==> src/rtl/iq_burst_pkg.sv <==
// Shared types, default widths and saturating arithmetic for the IQ burst sequencer.
package iq_burst_pkg;

  localparam int ADDR_W_DEF    = 10;
  localparam int AMP_WIDTH_DEF = 8;
  localparam int LEN_W_DEF     = 16;
  localparam int RAMP_STEP_DEF = 16;

  typedef enum logic [2:0] {
    IDLE      = 3'd0,
    RAMP_UP   = 3'd1,
    HOLD      = 3'd2,
    RAMP_DOWN = 3'd3,
    GAP       = 3'd4
  } state_t;

  // min(a + b, lim); the extra carry bit keeps the sum from wrapping
  function automatic logic [31:0] sat_add(input logic [31:0] a, input logic [31:0] b,
                                          input logic [31:0] lim);
    logic [32:0] s;
    s = {1'b0, a} + {1'b0, b};
    return (s > {1'b0, lim}) ? lim : s[31:0];
  endfunction

  // max(a - b, 0)
  function automatic logic [31:0] sat_sub(input logic [31:0] a, input logic [31:0] b);
    return (a > b) ? (a - b) : 32'd0;
  endfunction

endpackage

==> src/rtl/iq_amp_ramp.sv <==
// Amplitude register with saturating ramp-up toward a target and ramp-down toward zero.
module iq_amp_ramp
  import iq_burst_pkg::*;
#(
  parameter int AMP_WIDTH = AMP_WIDTH_DEF,
  parameter int RAMP_STEP = RAMP_STEP_DEF
) (
  input  logic                 clk_in,
  input  logic                 rst_in,
  input  logic                 i_up,
  input  logic                 i_down,
  input  logic                 i_clear,
  input  logic [AMP_WIDTH-1:0] i_target,
  output logic [AMP_WIDTH-1:0] o_amp,
  output logic                 o_at_target,
  output logic                 o_at_zero
);

  logic [AMP_WIDTH-1:0] r_amp;
  logic [AMP_WIDTH-1:0] w_amp_up;
  logic [AMP_WIDTH-1:0] w_amp_dn;

  // Results never exceed target / fall below zero, so truncation back to AMP_WIDTH is lossless
  assign w_amp_up = AMP_WIDTH'(sat_add(32'(r_amp), 32'(RAMP_STEP), 32'(i_target)));
  assign w_amp_dn = AMP_WIDTH'(sat_sub(32'(r_amp), 32'(RAMP_STEP)));

  assign o_amp       = r_amp;
  assign o_at_target = (w_amp_up == i_target);
  assign o_at_zero   = (r_amp == '0);

  always_ff @(posedge clk_in or posedge rst_in) begin
    if (rst_in)       r_amp <= '0;
    else if (i_clear) r_amp <= '0;
    else if (i_up)    r_amp <= w_amp_up;
    else if (i_down)  r_amp <= w_amp_dn;
  end

endmodule

==> src/rtl/iq_burst_ctrl.sv <==
// Burst sequencer for the IQ modulator: ramp up, hold, ramp down, idle gap, done pulse.
module iq_burst_ctrl
  import iq_burst_pkg::*;
#(
  parameter int ADDR_W    = ADDR_W_DEF,
  parameter int AMP_WIDTH = AMP_WIDTH_DEF,
  parameter int LEN_W     = LEN_W_DEF,
  parameter int RAMP_STEP = RAMP_STEP_DEF
) (
  input  logic                 clk_in,
  input  logic                 rst_in,
  input  logic                 cmd_valid,
  output logic                 cmd_ready,
  input  logic [ADDR_W-1:0]    cmd_step,
  input  logic [ADDR_W-1:0]    cmd_phase_q,
  input  logic [AMP_WIDTH-1:0] cmd_amp,
  input  logic [LEN_W-1:0]     cmd_len,
  input  logic [LEN_W-1:0]     cmd_gap,
  input  logic                 abort_in,
  output logic                 mod_en,
  output logic [ADDR_W-1:0]    mod_step,
  output logic [ADDR_W-1:0]    mod_phase_q,
  output logic [AMP_WIDTH-1:0] mod_amp,
  output logic                 busy,
  output logic                 done
);

  state_t               r_state, w_next;
  logic [AMP_WIDTH-1:0] r_target;
  logic [LEN_W-1:0]     r_len, r_gap, r_hold_cnt, r_gap_cnt;
  logic [ADDR_W-1:0]    r_mod_step, r_mod_phase_q;
  logic                 r_mod_en, r_done;
  logic                 w_accept, w_up, w_down, w_at_target, w_at_zero;

  assign cmd_ready   = (r_state == IDLE);
  assign busy        = (r_state != IDLE);
  assign w_accept    = cmd_valid & cmd_ready;
  assign mod_en      = r_mod_en;
  assign mod_step    = r_mod_step;
  assign mod_phase_q = r_mod_phase_q;
  assign done        = r_done;

  iq_amp_ramp #(
    .AMP_WIDTH (AMP_WIDTH),
    .RAMP_STEP (RAMP_STEP)
  ) u_ramp (
    .clk_in      (clk_in),
    .rst_in      (rst_in),
    .i_up        (w_up),
    .i_down      (w_down),
    .i_clear     (w_accept),
    .i_target    (r_target),
    .o_amp       (mod_amp),
    .o_at_target (w_at_target),
    .o_at_zero   (w_at_zero)
  );

  // Abort freezes the ramp-up so the ramp-down starts from the amplitude now on the output
  always_comb begin
    w_next = r_state;
    w_up   = 1'b0;
    w_down = 1'b0;
    case (r_state)
      IDLE:      if (w_accept) w_next = RAMP_UP;
      RAMP_UP: begin
        if (abort_in) w_next = RAMP_DOWN;
        else begin
          w_up = 1'b1;
          if (w_at_target) w_next = HOLD;
        end
      end
      HOLD:      if (abort_in || r_hold_cnt <= LEN_W'(1)) w_next = RAMP_DOWN;
      RAMP_DOWN: begin
        w_down = 1'b1;
        if (w_at_zero) w_next = GAP;
      end
      GAP:       if (r_gap_cnt <= LEN_W'(1)) w_next = IDLE;
      default:   w_next = IDLE;
    endcase
  end

  always_ff @(posedge clk_in or posedge rst_in) begin
    if (rst_in) begin
      r_state       <= IDLE;
      r_target      <= '0;
      r_len         <= '0;
      r_gap         <= '0;
      r_mod_step    <= '0;
      r_mod_phase_q <= '0;
      r_mod_en      <= 1'b0;
      r_done        <= 1'b0;
    end else begin
      r_state  <= w_next;
      r_mod_en <= (w_next == RAMP_UP) || (w_next == HOLD) || (w_next == RAMP_DOWN);
      r_done   <= (r_state == GAP) && (w_next == IDLE);
      if (w_accept) begin
        r_target      <= cmd_amp;
        r_len         <= cmd_len;
        r_gap         <= cmd_gap;
        r_mod_step    <= cmd_step;
        r_mod_phase_q <= cmd_phase_q;
      end
    end
  end

  always_ff @(posedge clk_in or posedge rst_in) begin
    if (rst_in) begin
      r_hold_cnt <= '0;
      r_gap_cnt  <= '0;
    end else begin
      if (r_state == RAMP_UP && w_next == HOLD)       r_hold_cnt <= r_len;
      else if (r_state == HOLD && r_hold_cnt != '0)   r_hold_cnt <= r_hold_cnt - LEN_W'(1);
      if (r_state == RAMP_DOWN && w_next == GAP)      r_gap_cnt  <= r_gap;
      else if (r_state == GAP && r_gap_cnt != '0)     r_gap_cnt  <= r_gap_cnt - LEN_W'(1);
    end
  end

endmodule

==> config.mk <==
export PLATFORM = sky130hd
export DESIGN_NAME = iq_burst_ctrl
export DESIGN_NICKNAME = d
export VERILOG_FILES = /design/src/rtl/iq_burst_pkg.sv /design/src/rtl/iq_amp_ramp.sv /design/src/rtl/iq_burst_ctrl.sv
export SDC_FILE = /design/constraint.sdc
export NUM_CORES = 1
export LEC_CHECK = 0
export CAP_MARGIN = 25
export CORE_ASPECT_RATIO = 0.9
export CORE_MARGIN = 2
export CORE_UTILIZATION = 57
export CTS_BUF_LIST = sky130_fd_sc_hd__clkbuf_16
export DETAILED_ROUTE_END_ITERATION = 16
export GPL_TIMING_DRIVEN = 0
export PLACE_DENSITY = 0.89
export SYNTH_ARGS = -nofsm -noshare
export SYNTH_HDL_FRONTEND = slang
export SYNTH_SLANG_ARGS = --single-unit
==> constraint.sdc <==
create_clock -name clk_in -period 7.89 [get_ports clk_in]
set_input_delay 0.789 -clock clk_in [delete_from_list [all_inputs] [get_ports clk_in]]
set_output_delay 0.789 -clock clk_in [all_outputs]
set_load 0.01 [all_outputs]
# After elaboration in Yosys (flattened, before gate mapping)
# Index checks and enable logic that the tools add are counted.
# classes
add_sub_neg	4
eq_ne	9
n_reduce_logical	17
magnitude_cmp	4
mux	19
bitwise	1
# ops
op	n
16-bit 2-to-1 mux	4
8-bit 2-to-1 mux	5
16-bit by 1-bit less-or-equal comparator with 1-bit output (second input constant)	2
16-bit nonzero test	2
16-bit by 1-bit subtractor with 16-bit output (second input constant)	2
3-bit 2-to-1 mux	6
3-bit one-hot mux with 5 select lines	1
3-bit by 2-bit equality test with 1-bit output (second input constant)	4
8-bit by 5-bit adder with 9-bit output (second input constant)	1
9-bit by 8-bit > comparator with 1-bit output	1
8-bit equality test	1
8-bit by 5-bit > comparator with 1-bit output (second input constant)	1
8-bit logical NOT	1
8-bit by 5-bit subtractor with 8-bit output (second input constant)	1
3-bit by 1-bit equality test with 1-bit output (second input constant)	2
3-bit equality test (second input constant)	2
3-bit logical NOT	2
3-bit nonzero test	2
1-bit logical AND	5
2-bit nonzero test	2
1-bit logical OR	3
1-bit 2-to-1 mux	3
1-bit bitwise AND	1
# word_totals
out_inout_bits	32
wordCells	65
in_bits	64
regBits	105

# Depth between registers and ports, before layout
# Gate-level depths: netlist (run 1).
# logic_depth
word_depth	10
mapped_depth	11
depth_no_buf	9

# By module
# From an unflattened synthesis (run 1), not the netlist that was laid out.
# hier_totals
hier_cells	491
hier_area_um2	5427.7
# modules_own_cells
mod	n_inst	cells_per_inst	seq_area_each_um2	area_per_inst_um2
iq_burst_ctrl	1	390	2427.3	4499.3
iq_amp_ramp	1	101	200.2	928.4

# Least setup slack after synthesis (run 1)
# Ideal clock, no wire load.
# synth_timing
kind	reg-to-reg
startpoint	register u_ramp.r_amp[6] (netlist: u_ramp.o_amp[6])
endpoint	register r_hold_cnt[11]
stages_incl_launch_ff	12
arrival_time_ns	2.634
synth_period_minus_slack_ns	2.760
setup_time_ns	0.126
setup_slack_ns	5.130
n_path_buf	2
required_time_ns	7.764
path_cell_list	dfrtp_1 > buf_2 > nand3_1 > xnor2_1 > ha_1 > a21oi_1 > nand2_1 > a311oi_1 > o22ai_1 > and2_1 > clkbuf_1 > a221o_1
# synth_between
elab_chain_len	10
elab_cells_between_ends	13
cone_classes	add/sub (1); order compare (1); eq/ne (2); mux (6); reduce/logical (3)
# synth_rtl
element	line_no	source
start, declared	iq_amp_ramp.sv:19	logic [AMP_WIDTH-1:0] r_amp;
start signal, assigned	iq_amp_ramp.sv:34	else if (i_up) r_amp <= w_amp_up;
start signal, assigned	iq_amp_ramp.sv:35	else if (i_down) r_amp <= w_amp_dn;
8-bit by 5-bit adder with 9-bit output	iq_burst_pkg.sv:21	s = {1'b0, a} + {1'b0, b};
9-bit by 8-bit > comparator with 1-bit output	iq_burst_pkg.sv:22	return (s > {1'b0, lim}) ? lim : s[31:0];
8-bit 2-to-1 mux	iq_burst_pkg.sv:22	
8-bit equality test	iq_amp_ramp.sv:28	assign o_at_target = (w_amp_up == i_target);
3-bit 2-to-1 mux	iq_burst_ctrl.sv:69	if (w_at_target) w_next = HOLD;
3-bit 2-to-1 mux	iq_burst_ctrl.sv:66	if (abort_in) w_next = RAMP_DOWN;
3-bit one-hot mux with 5 select lines *	iq_burst_ctrl.sv:63	case (r_state)
3-bit by 2-bit equality test with 1-bit output *	iq_burst_ctrl.sv:111	if (r_state == RAMP_UP && w_next == HOLD) r_hold_cnt <= r_len;
1-bit logical AND *	iq_burst_ctrl.sv:111	
16-bit 2-to-1 mux or 2-bit nonzero test (tied branches)	-	
end signal, assigned	iq_burst_ctrl.sv:111	
end signal, assigned	iq_burst_ctrl.sv:112	else if (r_state == HOLD && r_hold_cnt != '0) r_hold_cnt <= r_hold_cnt - LEN_W'(1);
end, declared	iq_burst_ctrl.sv:30	logic [LEN_W-1:0] r_len, r_gap, r_hold_cnt, r_gap_cnt;
# Every way passes the cells marked *; elsewhere a longest branch is shown, timed or not.
# A chain may end at the register's enable or synchronous reset.

# Final worst setup path (run 1)
# layout_timing
startpoint	register u_ramp.r_amp[4] (netlist: u_ramp.o_amp[4])
endpoint	register r_hold_cnt[9]
# Same word-level chain as after synthesis.

==> impl_metrics.json, run 1 <==
{
  "rsz0062_at_grt": "no",
  "syn_to_final_growth_pct": 27.5,
  "ctsResizeCount": 0,
  "syn-cell-area_um2": 5210,
  "start_util_pct": 57.9,
  "critPathArrivalTime_ns": 3.41,
  "grt_pass1_wl_mm": 20.8,
  "gr-total-overflow": 0,
  "io_pins": 96,
  "synth.area.mux_share_pct": 2.69,
  "synthSimpleGateAreaFrac_pct": 24.0,
  "hold_viol": 0,
  "synth-adder-area-share_pct": 3.84,
  "power_density_nw_per_um2": 402,
  "synth.distinct_cells": 52,
  "clock_latency_ns": 0.35,
  "rows": 33,
  "peakVddDrop_mv": 0.207,
  "min_from": "mod_phase_q[3]",
  "multiInputGateArea_um2": 2410,
  "grt_pass1_vias": 4592,
  "firstDrtPassIters": 4,
  "antenna_left": 0,
  "async_flop_share_pct": 100,
  "cts.sinks": 105,
  "worst_pin_slew_ns": 0.828,
  "syn_avg_cell_area_um2": 9.07,
  "leakagePower_nw": 3.06,
  "synth_edf_count": 0,
  "critical_path_class": "reg2reg",
  "grt_max_degree": 66,
  "core_area_um2": 9000,
  "fp.dieW_um": 105,
  "diodes": 0,
  "clk_pin_slew_worst_paths_ns": 0.07,
  "port_buffers": 95,
  "hpwl_mm": 8.90,
  "synth_xor_xnor_area_share_pct": 5.38,
  "finalCritPeriodShare_pct": 40.3,
  "hp-class": "reg2reg",
  "grt_antenna_before_repair": 0,
  "synth_top_family_by_area": "simple AND/OR/NAND/NOR gates",
  "gp_congestion": 0.896,
  "final.min_clock_period_ns": 3.18,
  "drive_gt1_share_pct": 4.95,
  "crit_required_ns": 8.12,
  "crit_path_end_kind": "flop",
  "ys_seq_area_share_pct": 50.4,
  "setup.worst_path.start_class": "flop",
  "vias": 4485,
  "finalMaxSlewViolations": 0,
  "h-tree-depth": 3,
  "vias_per_cell": 5.54,
  "grtUsageTotal_pct": 26.1,
  "synthFlopType": "dfrtp_1",
  "fin_worst_skew_ns": 0.0116,
  "synth_fp_nets": 655,
  "fmax_mhz": 314,
  "die_area_um2": 9930,
  "hold_slack_ns": 0.479,
  "tritoncts": "done",
  "num-nets-final": 762,
  "register_area_um2": 2630,
  "syn_inst": 575,
  "yosys_warnings": 0,
  "status": "complete, no violations",
  "cts.path.max_buffers": 2,
  "wl_per_cell_um": 15.3,
  "relSlewSlack_pct": 44.4,
  "cp-startpoint": "u_ramp.o_amp[4]",
  "critical_path.max_fanout": 9,
  "die_h_um": 94.7,
  "drc": 0,
  "hold_buffers": 0,
  "ys_ff_latch": 105,
  "drtIter0Drc": 204,
  "critical_path.reg2reg.startpoint": "u_ramp.o_amp[4]",
  "numCtsBuffers": 9,
  "r2r_setup_slack_ns": 4.71,
  "root_buffer": "clkbuf_16",
  "synth_compound_area_share_pct": 10.3,
  "tns_ns": 0,
  "max-cap-violations": 0,
  "report.final.setup_viol": 0,
  "drt_wl_total_mm": 12.4,
  "post-cts-setup-buffers": 0,
  "fill_cells": 680
}
## power by group
group          switching [mW]  internal, mW
sequential              0.219         0.793
clock                   0.221         0.224
combinational           0.674         0.539
## metrics by stage
step                total power [mW]  cell area (µm²)  std cells  setup slack [ns]  util (%)
finish                          2.67             6650        809              4.71      73.8
global route                    2.85             6650        809              4.43      73.8
CTS                             2.66             6650        809              4.69      73.8
detailed placement              2.21             6350        793              4.71      70.5
global placement                2.12             6320        792              2.93      70.2
floorplan                       1.76             5210        575              4.34         -
## per-layer routing
layer / routed length, µm / vias up / track usage [%]
met1: 5420 / 2218 / 32.0
met2: 6270 / 106 / 46.7
met5: 0 / - / 0
li1: - / 2147 / -
met3: 522 / 14 / 6.28
met4: 167 / 0 / 7.00
## layout by cell type (no fill, tap or decap), types with 15 or more instances in the layout
| master | count |
|---|---|
| clkdlybuf4s50_1 | 95 |
| xnor2_1 | 17 |
| a21oi_1 | 24 |
| dfrtp_1 | 105 |
| nor2_1 | 29 |
| xor2_1 | 15 |
| nand3_1 | 16 |
| nand2_1 | 187 |
| o21ai_0 | 16 |
| ha_1 | 16 |
| clkbuf_1 | 18 |
| inv_1 | 21 |
## kinds of logic (layout without fill, tap and decap cells)
group / count (synthesis) / in the layout
AO/OA/AOI/OAI: 81 / 81
adder cells (fa/ha/maj): 16 / 16
flip-flops: 105 / 105
XOR/XNOR: 32 / 32
multiplexers: 13 / 13
AND/OR/NAND/NOR: 283 / 283
buffers and inverters: 45 / 157
## worst max-delay path: stages (launching register included)
cell	delay (ns)
dfrtp_1	0.51
inv_1	0.15
ha_1	0.39
ha_1	0.30
nand3_1	0.10
nor4b_1	0.25
o21bai_1	0.22
o22ai_1	0.26
and2_1	0.24
clkbuf_1	0.22
a221o_1	0.41
## cell usage after synthesis, drive strengths merged (3+ instances only)
cell type | number | area share, %
nand3 | 16 | 1.5
a22o | 4 | 0.67
clkbuf | 18 | 1.3
nor3b | 4 | 0.58
a21oi | 24 | 2.3
o211ai | 5 | 0.72
ha | 16 | 3.8
nand2 | 187 | 13
nor3 | 11 | 1.2
nand4 | 6 | 0.72
inv | 22 | 1.6
mux2i | 5 | 0.96
xnor2 | 17 | 2.9
or4 | 5 | 0.79
o21ai | 16 | 1.5
buf | 5 | 0.43
a211oi | 3 | 0.43
mux2 | 8 | 1.7
xor2 | 15 | 2.5
o22ai | 3 | 0.36
nor2 | 29 | 2.1
nor4 | 8 | 1.4
dfrtp | 105 | 50
and3 | 4 | 0.48
and2 | 3 | 0.36
a221o | 7 | 1.3
## worst paths after layout
path                       depth (start not counted)             end
min reg2reg                                        2  mod_phase_q[3]
min in group asynchronous                          2  mod_phase_q[8]
max in group asynchronous                          3        r_len[9]
max                                               10   r_hold_cnt[9]
min                                                2  mod_phase_q[3]
max reg2reg                                       10   r_hold_cnt[9]
## registers in the layout, summed over array words and instances, names as in the netlist
register	count
r_hold_cnt	16
r_gap	16
r_state	3
r_len	16
r_gap_cnt	16
mod_step	10
mod_en	1
u_ramp.o_amp	8
done	1
mod_phase_q	10
r_target	8
## area by class of cell
cell class	count	area share, %
Tap cell	122	2.30
Multi-Input combinational cell	425	36.3
Clock buffer	9	3.39
Buffer	23	1.36
Sequential cell	105	39.5
Clock inverter	7	1.11
Timing Repair Buffer	96	14.7
Inverter	22	1.28
Power figures use the tool's default switching activity.
==> inputs of run 2 (changes only) <==
--- a/config.mk
+++ b/config.mk
@@ -8,11 +8,11 @@
 export CAP_MARGIN = 25
 export CORE_ASPECT_RATIO = 0.9
 export CORE_MARGIN = 2
-export CORE_UTILIZATION = 57
+export CORE_UTILIZATION = 53
 export CTS_BUF_LIST = sky130_fd_sc_hd__clkbuf_16
 export DETAILED_ROUTE_END_ITERATION = 16
 export GPL_TIMING_DRIVEN = 0
-export PLACE_DENSITY = 0.89
+export PLACE_DENSITY = 0.84
 export SYNTH_ARGS = -nofsm -noshare
 export SYNTH_HDL_FRONTEND = slang
 export SYNTH_SLANG_ARGS = --single-unit
==> constraint.sdc (replaced) <==
create_clock -name clk_in -period 3.25 [get_ports clk_in]
set_input_delay 0.325 -clock clk_in [delete_from_list [all_inputs] [get_ports clk_in]]
set_output_delay 0.325 -clock clk_in [all_outputs]
set_load 0.01 [all_outputs]
==> impl_metrics.json, run 2 (synthesis gave the netlist of run 1 again) <==
{
  "status": "complete, no violations",
  "total_power_mw": 6.49,
  "tns_ns": 0,
  "h-tree-depth": 3,
  "max-cap-violations": 0,
  "hpwl_mm": 8.86,
  "cts.path.max_buffers": 2,
  "clock_latency_ns": 0.35,
  "internal-power_mw": 3.85,
  "fill_cells": 751,
  "slowest_delay_ns": 0.47,
  "io_pins": 96,
  "grt_antenna_before_repair": 0,
  "drtIter0Drc": 210,
  "peakVddDrop_mv": 0.518,
  "die_h_um": 98.1,
  "post_dp_cell_area_um2": 6350,
  "die_area_um2": 10600,
  "finalCritPeriodShare_pct": 92.7,
  "switching_power_mw": 2.64,
  "leakagePower_nw": 3.06,
  "finalMaxSlewViolations": 0,
  "gp_congestion": 0.918,
  "vias": 4473,
  "core_area_um2": 9610,
  "syn_to_final_growth_pct": 27.8,
  "fp.dieW_um": 109,
  "worst_pin_slew_ns": 0.848,
  "firstDrtPassIters": 5,
  "diodes": 0,
  "critPathArrivalTime_ns": 3.24,
  "setup.worst_path.start_class": "flop",
  "grt_util_met1_pct": 30.2,
  "path_cells": "inv_1, ha_1, ha_1, nand3_1, nor4b_1, o21bai_1, o22ai_2, and2_1, clkbuf_1, a221o_1",
  "hold_viol": 0,
  "start_util_pct": 54.2,
  "cts.sinks": 105,
  "final_cell_mix": "nand2_1 (187), dfrtp_1 (104), clkdlybuf4s50_1 (95)",
  "report.final.setup_viol": 0,
  "rows": 34,
  "clk_pin_slew_worst_paths_ns": 0.07,
  "num-nets-final": 762,
  "drc": 0,
  "fin_area_um2": 6660,
  "dp_slack_ns": 0.0954,
  "wl_per_cell_um": 15.1,
  "swShare_pct": 40.7,
  "numCtsBuffers": 9,
  "root_buffer": "clkbuf_16",
  "pwr-share-comb_pct": 45.3,
  "antenna_left": 0,
  "crit_path_frequent_cell": "ha_1",
  "grtUsageTotal_pct": 24.2,
  "worst_slack_ns": 0.238,
  "drt_wl_total_mm": 12.3,
  "grt_busiest_layer": "met2",
  "drive_gt1_share_pct": 5.24,
  "crit_required_ns": 3.48,
  "hp-class": "in2async",
  "fin_worst_skew_ns": 0.00919,
  "use_met3_pct": 5.21,
  "port_buffers": 95,
  "crit_path_end_kind": "flop",
  "final_common_cell": "nand2_1",
  "p_seq_share_pct": 37.9,
  "power_density_nw_per_um2": 974,
  "hold_buffers": 0,
  "grt_pass1_vias": 4420,
  "cp_slowest_cell": "dfrtp_2",
  "relSlewSlack_pct": 43.1,
  "power_frac_clock_pct": 16.8,
  "fmax_mhz": 332,
  "multiInputGateArea_um2": 2420,
  "gr-total-overflow": 0,
  "critical_path_class": "reg2reg",
  "grt_pass1_wl_mm": 20.3,
  "critical_path.max_fanout": 9,
  "tritoncts": "done",
  "register_area_um2": 2630,
  "final.min_clock_period_ns": 3.01,
  "grt_util_met2_pct": 41.9,
  "grt_max_degree": 68,
  "vias_per_cell": 5.50,
  "rsz0062_at_grt": "no"
}
## run 2: cell count changes in the layout (fill, tap and decap cells not counted), sizes merged
cell and delta:
clkinv -2, clkinvlp +1, bufinv +1
## run 2: path summary, 6_finish.rpt
path	slack, ns	to	startpoint	cells past startpoint
setup / recovery	0.24	r_hold_cnt[3]	u_ramp.o_amp[4]	10
hold / removal	0.37	mod_phase_q[2]	rst_in	2
setup reg to reg	0.24	r_hold_cnt[3]	u_ramp.o_amp[4]	10
hold reg to reg	0.48	mod_phase_q[5]	mod_phase_q[5]	2
max in group asynchronous	2.18	r_len[4]	rst_in	3
min in group clk_in	0.48	mod_phase_q[5]	mod_phase_q[5]	2
## run 2: through the flow
stage / hold slack, ns / utilization (%) / cells
final: 0.370 / 69.3 / 813
after global routing: 0.413 / 69.3 / 813
after CTS: 0.383 / 69.1 / 813
after detailed placement: 0.461 / 66.1 / 797
after global placement: 0.458 / 65.7 / 796
after floorplan: 0.430 / - / 575
## run 2: layer usage
metal  part of all wire (%)  wire length (µm)
met5                      0                 0
met4                    1.3               165
met3                    5.7               701
met2                     52              6330
met1                     41              5090
## run 2: final cells by class
type | count | share of cell area (%)
repair buffers | 96 | 14.7
plain buffers | 23 | 1.35
multi-input cells | 425 | 36.4
clock inverters | 7 | 1.07
flip-flops and latches | 105 | 39.5
well taps | 126 | 2.37
inverters | 22 | 1.28
clock buffers | 9 | 3.38
## run 2: power by group through the flow
stage	clock network (mW)	registers, mW	logic [mW]
floorplan	0	2.41	1.87
global placement	0	2.43	2.74
detailed placement	0	2.45	2.88
CTS	1.11	2.44	2.91
global route	1.16	2.54	3.25
finish	1.09	2.46	2.94
## run 2: timing repair
item	CTS	global route
setup buffers	0	0
endpoints found under the setup margin	0	20
gates resized for setup	0	3
## run 2: critical path, delay by kind of cell, from the launching register on
kind	cells	cell delay (ns)
compound gates	3	0.83
buf+inv	2	0.36
simple gates	3	0.55
fa+ha+maj	2	0.69
flops	1	0.47
